### config.mk
export PLATFORM = sky130hd
export DESIGN_NAME = rs_alu_station_flat
export DESIGN_NICKNAME = d
export VERILOG_FILES = /design/src/rtl/rs_alu_station_if.sv /design/src/rtl/rs_alu_station.sv /design/src/flat_wrapper.sv
export SDC_FILE = /design/constraint.sdc
export NUM_CORES = 1
export LEC_CHECK = 0
export ABC_CLOCK_PERIOD_IN_PS = 3800
export BUFFER_PORTS_ARGS = -buffer_cell sky130_fd_sc_hd__buf_2
export CAP_MARGIN = 20
export CELL_PAD_IN_SITES_DETAIL_PLACEMENT = 1
export CELL_PAD_IN_SITES_GLOBAL_PLACEMENT = 1
export CORE_ASPECT_RATIO = 1.2
export CORE_MARGIN = 2
export CORE_UTILIZATION = 25
export CTS_BUF_LIST = sky130_fd_sc_hd__clkbuf_8
export CTS_CLUSTER_DIAMETER = 100
export DETAILED_ROUTE_END_ITERATION = 12
export PLACE_DENSITY = 0.47
export SLEW_MARGIN = 20
export SYNTH_ARGS = -nofsm -noshare
export SYNTH_HDL_FRONTEND = slang
export SYNTH_SLANG_ARGS = --single-unit
### constraint.sdc
create_clock -name clk -period 3.8 [get_ports clk]
set_clock_uncertainty 0.15 [all_clocks]
set_input_delay 0.57 -clock clk [delete_from_list [all_inputs] [get_ports clk]]
set_output_delay 0.57 -clock clk [all_outputs]
set_load 0.01 [all_outputs]
### src/rtl/rs_alu_station_if.sv
// rs_alu_station bus definitions.
// rs_alu_pkg carries the datapath widths shared with the rest of the back end.
// rs_alu_station_if groups the flush, dispatch, CDB and ALU-issue signals.
// The master side (dispatch/commit logic and rs_alu) drives requests.
// The slave side (the reservation station) drives disp_rdy_o and alu_o.

package rs_alu_pkg;
    localparam int XLEN         = 32;
    localparam int ALU_OP_WIDTH = 4;
endpackage

interface rs_alu_station_if #(
    parameter int TAG_W = 4
) ();
    // Issue payload to rs_alu, packed in the order {rs_v1, rs_v2, rs_op, rs_tag, rs_valid}
    typedef struct packed {
        logic [rs_alu_pkg::XLEN-1:0]         rs_v1;
        logic [rs_alu_pkg::XLEN-1:0]         rs_v2;
        logic [rs_alu_pkg::ALU_OP_WIDTH-1:0] rs_op;
        logic [TAG_W-1:0]                    rs_tag;
        logic                                rs_valid;
    } rs_alu_struct_o;

    logic                                flush_i;
    logic                                disp_valid_i;
    logic                                disp_rdy_o;
    logic [rs_alu_pkg::ALU_OP_WIDTH-1:0] disp_op_i;
    logic [TAG_W-1:0]                    disp_tag_i;
    logic                                disp_r1_i;
    logic [rs_alu_pkg::XLEN-1:0]         disp_v1_i;
    logic [TAG_W-1:0]                    disp_q1_i;
    logic                                disp_r2_i;
    logic [rs_alu_pkg::XLEN-1:0]         disp_v2_i;
    logic [TAG_W-1:0]                    disp_q2_i;
    logic                                cdb_valid_i;
    logic [TAG_W-1:0]                    cdb_tag_i;
    logic [rs_alu_pkg::XLEN-1:0]         cdb_value_i;
    logic                                alu_rdy_i;
    rs_alu_struct_o                      alu_o;

    modport master (
        output flush_i, disp_valid_i, disp_op_i, disp_tag_i,
               disp_r1_i, disp_v1_i, disp_q1_i,
               disp_r2_i, disp_v2_i, disp_q2_i,
               cdb_valid_i, cdb_tag_i, cdb_value_i, alu_rdy_i,
        input  disp_rdy_o, alu_o
    );

    modport slave (
        input  flush_i, disp_valid_i, disp_op_i, disp_tag_i,
               disp_r1_i, disp_v1_i, disp_q1_i,
               disp_r2_i, disp_v2_i, disp_q2_i,
               cdb_valid_i, cdb_tag_i, cdb_value_i, alu_rdy_i,
        output disp_rdy_o, alu_o
    );
endinterface

### src/rtl/rs_alu_station.sv
// rs_alu_station: reservation station in front of the rs_alu functional unit.
// Holds DEPTH dispatched ALU ops, snoops the CDB for pending operands and
// presents one fully-ready op per cycle on alu_o. An entry is freed when
// rs_alu accepts it (alu_rdy_i high while alu_o.rs_valid).
// Optional feature macro: RS_ALU_AGE_SELECT_EN
//   defined   - oldest ready entry issues first (per-entry saturating age)
//   undefined - lowest-index ready entry issues first

module rs_alu_station #(
    parameter int DEPTH = 4,
    parameter int TAG_W = 4
) (
    input logic            clk,
    input logic            rst_n,
    rs_alu_station_if.slave bus
);
    import rs_alu_pkg::*;

    localparam int IDX_W = (DEPTH > 1) ? $clog2(DEPTH) : 1;

    // Control state (reset)
    logic [DEPTH-1:0] busy;
    logic             hold_vld;
    logic [IDX_W-1:0] hold_idx;

    // Payload state (not reset, qualified by busy)
    logic [ALU_OP_WIDTH-1:0] op_q  [DEPTH];
    logic [TAG_W-1:0]        tag_q [DEPTH];
    logic [DEPTH-1:0]        r1_q;
    logic [DEPTH-1:0]        r2_q;
    logic [XLEN-1:0]         v1_q  [DEPTH];
    logic [XLEN-1:0]         v2_q  [DEPTH];
    logic [TAG_W-1:0]        q1_q  [DEPTH];
    logic [TAG_W-1:0]        q2_q  [DEPTH];

`ifdef RS_ALU_AGE_SELECT_EN
    logic [IDX_W-1:0] age_q [DEPTH];
    logic [IDX_W-1:0] best_age;
`endif

    // Derived combinational signals
    logic [DEPTH-1:0] ready;
    logic             disp_rdy;
    logic [IDX_W-1:0] free_idx;
    logic             sel_valid;
    logic [IDX_W-1:0] sel_idx;
    logic             accept;
    logic             retire;
    logic             in1_r;
    logic             in2_r;
    logic [XLEN-1:0]  in1_v;
    logic [XLEN-1:0]  in2_v;

    assign ready    = busy & r1_q & r2_q;
    assign disp_rdy = ~&busy;
    assign accept   = bus.disp_valid_i && disp_rdy && !bus.flush_i;
    assign retire   = sel_valid && bus.alu_rdy_i && !bus.flush_i;

    assign bus.disp_rdy_o = disp_rdy;

    // Incoming operands may be completed by a CDB broadcast in the same cycle
    assign in1_r = bus.disp_r1_i || (bus.cdb_valid_i && (bus.disp_q1_i == bus.cdb_tag_i));
    assign in2_r = bus.disp_r2_i || (bus.cdb_valid_i && (bus.disp_q2_i == bus.cdb_tag_i));
    assign in1_v = bus.disp_r1_i ? bus.disp_v1_i : bus.cdb_value_i;
    assign in2_v = bus.disp_r2_i ? bus.disp_v2_i : bus.cdb_value_i;

    // Lowest-index free entry receives the next dispatch
    always_comb begin
        // NOTE: every always_comb output gets a default first so no path can infer a latch.
        free_idx = '0;
        for (int i = DEPTH - 1; i >= 0; i--) begin
            if (!busy[i]) free_idx = IDX_W'(i);
        end
    end

    // Issue selection; a stalled entry stays selected until rs_alu takes it
    always_comb begin
        sel_valid = 1'b0;
        sel_idx   = '0;
`ifdef RS_ALU_AGE_SELECT_EN
        best_age  = '0;
`endif
        if (hold_vld && ready[hold_idx]) begin
            sel_valid = 1'b1;
            sel_idx   = hold_idx;
        end else begin
            for (int i = 0; i < DEPTH; i++) begin
`ifdef RS_ALU_AGE_SELECT_EN
                // Strictly greater keeps ties on the lowest index
                if (ready[i] && (!sel_valid || (age_q[i] > best_age))) begin
                    sel_valid = 1'b1;
                    sel_idx   = IDX_W'(i);
                    best_age  = age_q[i];
                end
`else
                if (ready[i] && !sel_valid) begin
                    sel_valid = 1'b1;
                    sel_idx   = IDX_W'(i);
                end
`endif
            end
        end
    end

    // Drive the issue payload; all fields are zero when nothing is ready
    always_comb begin
        bus.alu_o = '0;
        if (sel_valid) begin
            bus.alu_o.rs_v1    = v1_q[sel_idx];
            bus.alu_o.rs_v2    = v2_q[sel_idx];
            bus.alu_o.rs_op    = op_q[sel_idx];
            bus.alu_o.rs_tag   = tag_q[sel_idx];
            bus.alu_o.rs_valid = 1'b1;
        end
    end

    // Occupancy, stall-hold and age bookkeeping
    always_ff @(posedge clk or negedge rst_n) begin
        // NOTE: sequential state uses non-blocking assignments so every register samples pre-edge values.
        if (!rst_n) begin
            busy     <= '0;
            hold_vld <= 1'b0;
            hold_idx <= '0;
`ifdef RS_ALU_AGE_SELECT_EN
            for (int i = 0; i < DEPTH; i++) age_q[i] <= '0;
`endif
        end else if (bus.flush_i) begin
            busy     <= '0;
            hold_vld <= 1'b0;
        end else begin
            hold_vld <= sel_valid && !bus.alu_rdy_i;
            hold_idx <= sel_idx;
            // Retired and dispatched entries never coincide: a retiring entry is still busy
            if (retire) busy[sel_idx] <= 1'b0;
            if (accept) busy[free_idx] <= 1'b1;
`ifdef RS_ALU_AGE_SELECT_EN
            if (accept) begin
                for (int i = 0; i < DEPTH; i++) begin
                    if (busy[i] && (age_q[i] != IDX_W'(DEPTH - 1))) age_q[i] <= age_q[i] + 1'b1;
                end
                age_q[free_idx] <= '0;
            end
`endif
        end
    end

    // Entry payload: dispatch write and CDB operand capture
    always_ff @(posedge clk) begin
        // NOTE: payload storage has no reset; busy gates every use, so stale contents are never visible.
        for (int i = 0; i < DEPTH; i++) begin
            if (accept && (free_idx == IDX_W'(i))) begin
                op_q[i]  <= bus.disp_op_i;
                tag_q[i] <= bus.disp_tag_i;
                r1_q[i]  <= in1_r;
                v1_q[i]  <= in1_v;
                q1_q[i]  <= bus.disp_q1_i;
                r2_q[i]  <= in2_r;
                v2_q[i]  <= in2_v;
                q2_q[i]  <= bus.disp_q2_i;
            end else if (busy[i] && bus.cdb_valid_i && !(retire && (sel_idx == IDX_W'(i)))) begin
                if (!r1_q[i] && (q1_q[i] == bus.cdb_tag_i)) begin
                    r1_q[i] <= 1'b1;
                    v1_q[i] <= bus.cdb_value_i;
                end
                if (!r2_q[i] && (q2_q[i] == bus.cdb_tag_i)) begin
                    r2_q[i] <= 1'b1;
                    v2_q[i] <= bus.cdb_value_i;
                end
            end
        end
    end

endmodule

### src/flat_wrapper.sv
// flat-port wrapper written by rule: the top's interface ports become plain ports
module rs_alu_station_flat import rs_alu_pkg::*;
#(
    parameter int DEPTH = 4,
    parameter int TAG_W = 4
)
  (clk, rst_n, bus_flush_i, bus_disp_valid_i, bus_disp_op_i, bus_disp_tag_i, bus_disp_r1_i, bus_disp_v1_i, bus_disp_q1_i, bus_disp_r2_i, bus_disp_v2_i, bus_disp_q2_i, bus_cdb_valid_i, bus_cdb_tag_i, bus_cdb_value_i, bus_alu_rdy_i, bus_disp_rdy_o, bus_alu_o);
  rs_alu_station_if #(.TAG_W(TAG_W)) bus_i ();
  input logic clk;
  input logic rst_n;
  input wire logic [$bits(bus_i.flush_i)-1:0] bus_flush_i;
  input wire logic [$bits(bus_i.disp_valid_i)-1:0] bus_disp_valid_i;
  input wire logic [$bits(bus_i.disp_op_i)-1:0] bus_disp_op_i;
  input wire logic [$bits(bus_i.disp_tag_i)-1:0] bus_disp_tag_i;
  input wire logic [$bits(bus_i.disp_r1_i)-1:0] bus_disp_r1_i;
  input wire logic [$bits(bus_i.disp_v1_i)-1:0] bus_disp_v1_i;
  input wire logic [$bits(bus_i.disp_q1_i)-1:0] bus_disp_q1_i;
  input wire logic [$bits(bus_i.disp_r2_i)-1:0] bus_disp_r2_i;
  input wire logic [$bits(bus_i.disp_v2_i)-1:0] bus_disp_v2_i;
  input wire logic [$bits(bus_i.disp_q2_i)-1:0] bus_disp_q2_i;
  input wire logic [$bits(bus_i.cdb_valid_i)-1:0] bus_cdb_valid_i;
  input wire logic [$bits(bus_i.cdb_tag_i)-1:0] bus_cdb_tag_i;
  input wire logic [$bits(bus_i.cdb_value_i)-1:0] bus_cdb_value_i;
  input wire logic [$bits(bus_i.alu_rdy_i)-1:0] bus_alu_rdy_i;
  output wire logic [$bits(bus_i.disp_rdy_o)-1:0] bus_disp_rdy_o;
  output wire logic [$bits(bus_i.alu_o)-1:0] bus_alu_o;
  assign bus_i.flush_i = bus_flush_i;
  assign bus_i.disp_valid_i = bus_disp_valid_i;
  assign bus_i.disp_op_i = bus_disp_op_i;
  assign bus_i.disp_tag_i = bus_disp_tag_i;
  assign bus_i.disp_r1_i = bus_disp_r1_i;
  assign bus_i.disp_v1_i = bus_disp_v1_i;
  assign bus_i.disp_q1_i = bus_disp_q1_i;
  assign bus_i.disp_r2_i = bus_disp_r2_i;
  assign bus_i.disp_v2_i = bus_disp_v2_i;
  assign bus_i.disp_q2_i = bus_disp_q2_i;
  assign bus_i.cdb_valid_i = bus_cdb_valid_i;
  assign bus_i.cdb_tag_i = bus_cdb_tag_i;
  assign bus_i.cdb_value_i = bus_cdb_value_i;
  assign bus_i.alu_rdy_i = bus_alu_rdy_i;
  assign bus_disp_rdy_o = bus_i.disp_rdy_o;
  assign bus_alu_o = bus_i.alu_o;
  rs_alu_station #(.DEPTH(DEPTH), .TAG_W(TAG_W)) u_core (.clk(clk), .rst_n(rst_n), .bus(bus_i));
endmodule
==> metrics.md <==
| Metric | Value |
|---|---|
| Status | finished clean |
| Clock root buffer | clkbuf_8 |
| Hold Crit Class | input port to register |
| Switching Fraction | between 20% and 30% |
| Post-Syn Area | about 18000 µm² |
| Clk sinks | between 300 and 400 |
| Most common cell after layout, fill and taps aside | edfxtp_1 |
| Initial antenna violation count | 13 |
| Post-synth ARST share | between 2 and 2.5% |
| Hold path depth | 2 |
| Max Cap Viol | 0 |
| Post-route ant nets | 0 |
| Critical-path maximum fanout | 8 |
| Fin crit period | 3.67 ns |
| Synthesis-to-finish area growth | 20.8% |
| Crit path from | u_core.busy[3] |
| Worst setup margin | 0.126 ns |
| Yosys warnings | 0 |
| H-tree depth | 2 |
| Final non-filler cell total | roughly 2400 |
| Worst EP required | about 3.1 ns |
| TritonCTS buffer count | 61 |
| Clk pin slew, worst setup/hold paths | 0.07 ns |
| First-pass GRT wire length | slightly above 90000 µm |
| Clock Power Share | between 30 and 40% |
| Setup TNS | 0 ns |
| Max VDD drop | between 200 and 250 µV |
| Largest net degree at the start of global routing | 55 |
| Clock Tree Buf Depth | 3 |
| RSZ-0062 raised after global routing | no |
| Hold Violations, Final | 0 |
| Area after DPL | ~20000 µm² |
| Fillcell total | approximately 7500 |
| Maximum clock frequency | 272 MHz |
| Startpoint types | register |
| Most frequent cells in the layout | edfxtp_1, mux2_2, buf_2 |
| Later-pin clock latency in the skew report | ~0.67 ns |
| Syn_nets | 1324 |
| Final setup fails | 0 |
| Register area | roughly 10000 µm² |
| Critical Path Sink | bus_alu_o[32] |
| Nets@finish | around 1600 |
| Part of the Yosys area used for sequential elements | a little under three fifths |
| Hpwl dp | between 30000 and 40000 µm |
| Leakage | between 8 and 9 nW |
| PD cells | 390 nW/µm² |
| Slew Limit Fails | 0 |
| Via count | 11800 |
| CTS tree | done |
| Least-Margin Pin Slew | approximately 1 ns |
| Cells on worst reg2reg path | 7 |
| Critical Path AT | approximately 3 ns |
| GP Congestion | 0.768 |
| Die H | about 300 µm |
| Synth Flop Type | edfxtp_1 |
| Int Power | 0.00613 W |
| TritonRoute pass-1 iters | 5 |
| Logic gate share of total power | 12.3% |
| Core area | 69800 µm² |
| Final Util | between 30 and 40% |
| Via/cell ratio | just under 5 |
| I/O Buffers | between 150 and 200 |
| R2R Setup Slk | between 1 and 1.5 ns |
| Mean Syn Cell Area | 14.7 µm² |
| Congestion Overflow GR | 0 |
| Top Ports | 198 |
| Psw | approximately 0.0022 W |
| Fin crit share | between 90% and 100% |
| Headroom to the max-slew limit | a little under a third |
| DIE AREA | between 70000 and 80000 µm² |
| Detailed Route Iter0 Violations | 537 |
| Die width | between 200 and 250 µm |
| Post-Place Cells | roughly 2300 |
| Critical Path End Type | output pin |
| Seq pwr share | 50.7% |
| Syn Inst Count | 1200 |
| Fin area | between 20000 and 25000 µm² |
| Worst setup path category | register to output pin |
| Wire per inst | about 27 µm |
| FF-to-FF Start | u_core.busy[0] |
| Layout cell share with drive strength beyond 1 | 45.9% |
| Footprint of the multi-input gates | approximately 7000 µm² |
| Yosys cell types | 47 |
| Vias in the first global route | between 10000 and 15000 |
| Number of synthesized flops with an enable pin | ~330 |
| Placement Setup Slack | 0.587 ns |
| Seq cells post-synth | 335 |
| Rows | about 110 |
| GRT Overall Usage | 17.6% |
| Initial core utilization | between 20% and 30% |
| Drt total wl | around 64000 µm |
| RR Endpoint | u_core.v1_q[0][20] |
| Drt drc | 0 |
## synthesized netlist by cell type (4+ instances only)
master / number / area, µm²
o221ai_2: 70 / 1050
a31oi_1: 77 / 482
dfrtp_1: 7 / 175
buf_6: 17 / 191
nor2_1: 4 / 15.0
nand3_1: 7 / 35.0
o21ai_0: 7 / 35.0
buf_2: 42 / 210
nand4_1: 12 / 75.1
nor3_1: 12 / 60.1
a22o_1: 72 / 631
nand2b_1: 4 / 25.0
xor2_1: 14 / 123
mux2i_1: 72 / 721
mux2_2: 257 / 2890
inv_1: 78 / 293
xnor2_1: 26 / 228
edfxtp_1: 328 / 9850
clkbuf_1: 12 / 45.0
nand2_1: 34 / 128
buf_4: 16 / 120
## power by group through the flow
stage / Combinational [W] / Sequential (W) / Clock, W
finish: 0.00103 / 0.00422 / 0.00307
detailed placement: 0.00102 / 0.00430 / 0
global placement: 0.00101 / 0.00430 / 0
global route: 0.00111 / 0.00423 / 0.00332
floorplan: 0.000586 / 0.00428 / 0
CTS: 0.00105 / 0.00422 / 0.00320
## cells by family after synthesis
family                 count (synthesis)  synth area share [%]
flip-flops                           335                  56.8
multiplexers                         329                  20.5
AO/OA/AOI/OAI                        246                  13.5
buffers and inverters                165                  4.87
AND/OR/NAND/NOR                       85                  2.41
XOR/XNOR                              40                  1.98
## stage by stage
step / hold slack [ns] / total power (W)
3_3_place_gp: 0.306 / 0.00530
6_report: 0.0714 / 0.00833
3_5_place_dp: 0.312 / 0.00532
2_1_floorplan: 0.124 / 0.00487
4_1_cts: 0.00993 / 0.00847
5_1_grt: 0.0419 / 0.00866
## critical path, cell delays in order (launching register included)
cell	delay, ns
dfrtp_2	0.48
and3_4	0.21
o21a_2	0.29
a32o_4	0.42
buf_4	0.21
a31oi_1	0.24
o221ai_2	0.22
buf_2	0.20
## cell type report
class / instances / area share, %
diodes: 2 / 0.0235
clock buffers: 63 / 4.07
clock inverters: 42 / 0.774
inverters: 78 / 1.37
multi-input cells: 701 / 32.7
flip-flops and latches: 335 / 47.0
well taps: 918 / 5.39
repair buffers: 266 / 8.68
## routing by layer
layer	routed length, µm	track usage, %	vias up	part of all wire (%)
met2	32500	31.0	261	50
met3	2820	3.34	104	4.4
met4	1360	4.29	10	2.1
met1	27700	22.0	6098	43
met5	56	0	-	0.087
li1	-	-	5282	-
## state kept, by name, indices dropped and copies added, names as in the netlist
register	flops
u_core.busy	4
u_core.r1_q	4
u_core.tag_q	16
u_core.hold_vld	1
u_core.op_q	16
u_core.q2_q	16
u_core.v2_q	128
u_core.r2_q	4
u_core.v1_q	128
u_core.q1_q	16
u_core.hold_idx	2
## worst min path at each step
stage                           startpoint              end  slack (ns)
after detailed placement             rst_n   u_core.busy[2]        0.31
after global placement               rst_n   u_core.busy[1]        0.31
after floorplan                      rst_n   u_core.busy[0]        0.12
final                          bus_flush_i  u_core.hold_vld        0.07
after CTS                 bus_disp_valid_i   u_core.busy[0]        0.01
after global routing           bus_flush_i  u_core.hold_vld        0.04
## repair_timing
action / in CTS / in global routing
cloned: 1 / 0
endpoints found under the setup margin: 58 / 61
pin swaps: 1 / 1
hold endpoints to repair: 70 / 0
resized for setup: 10 / 10
buffers inserted: 2 / 4
hold buffers: 18 / 0
Note: power is estimated with default switching activity, not from simulation.
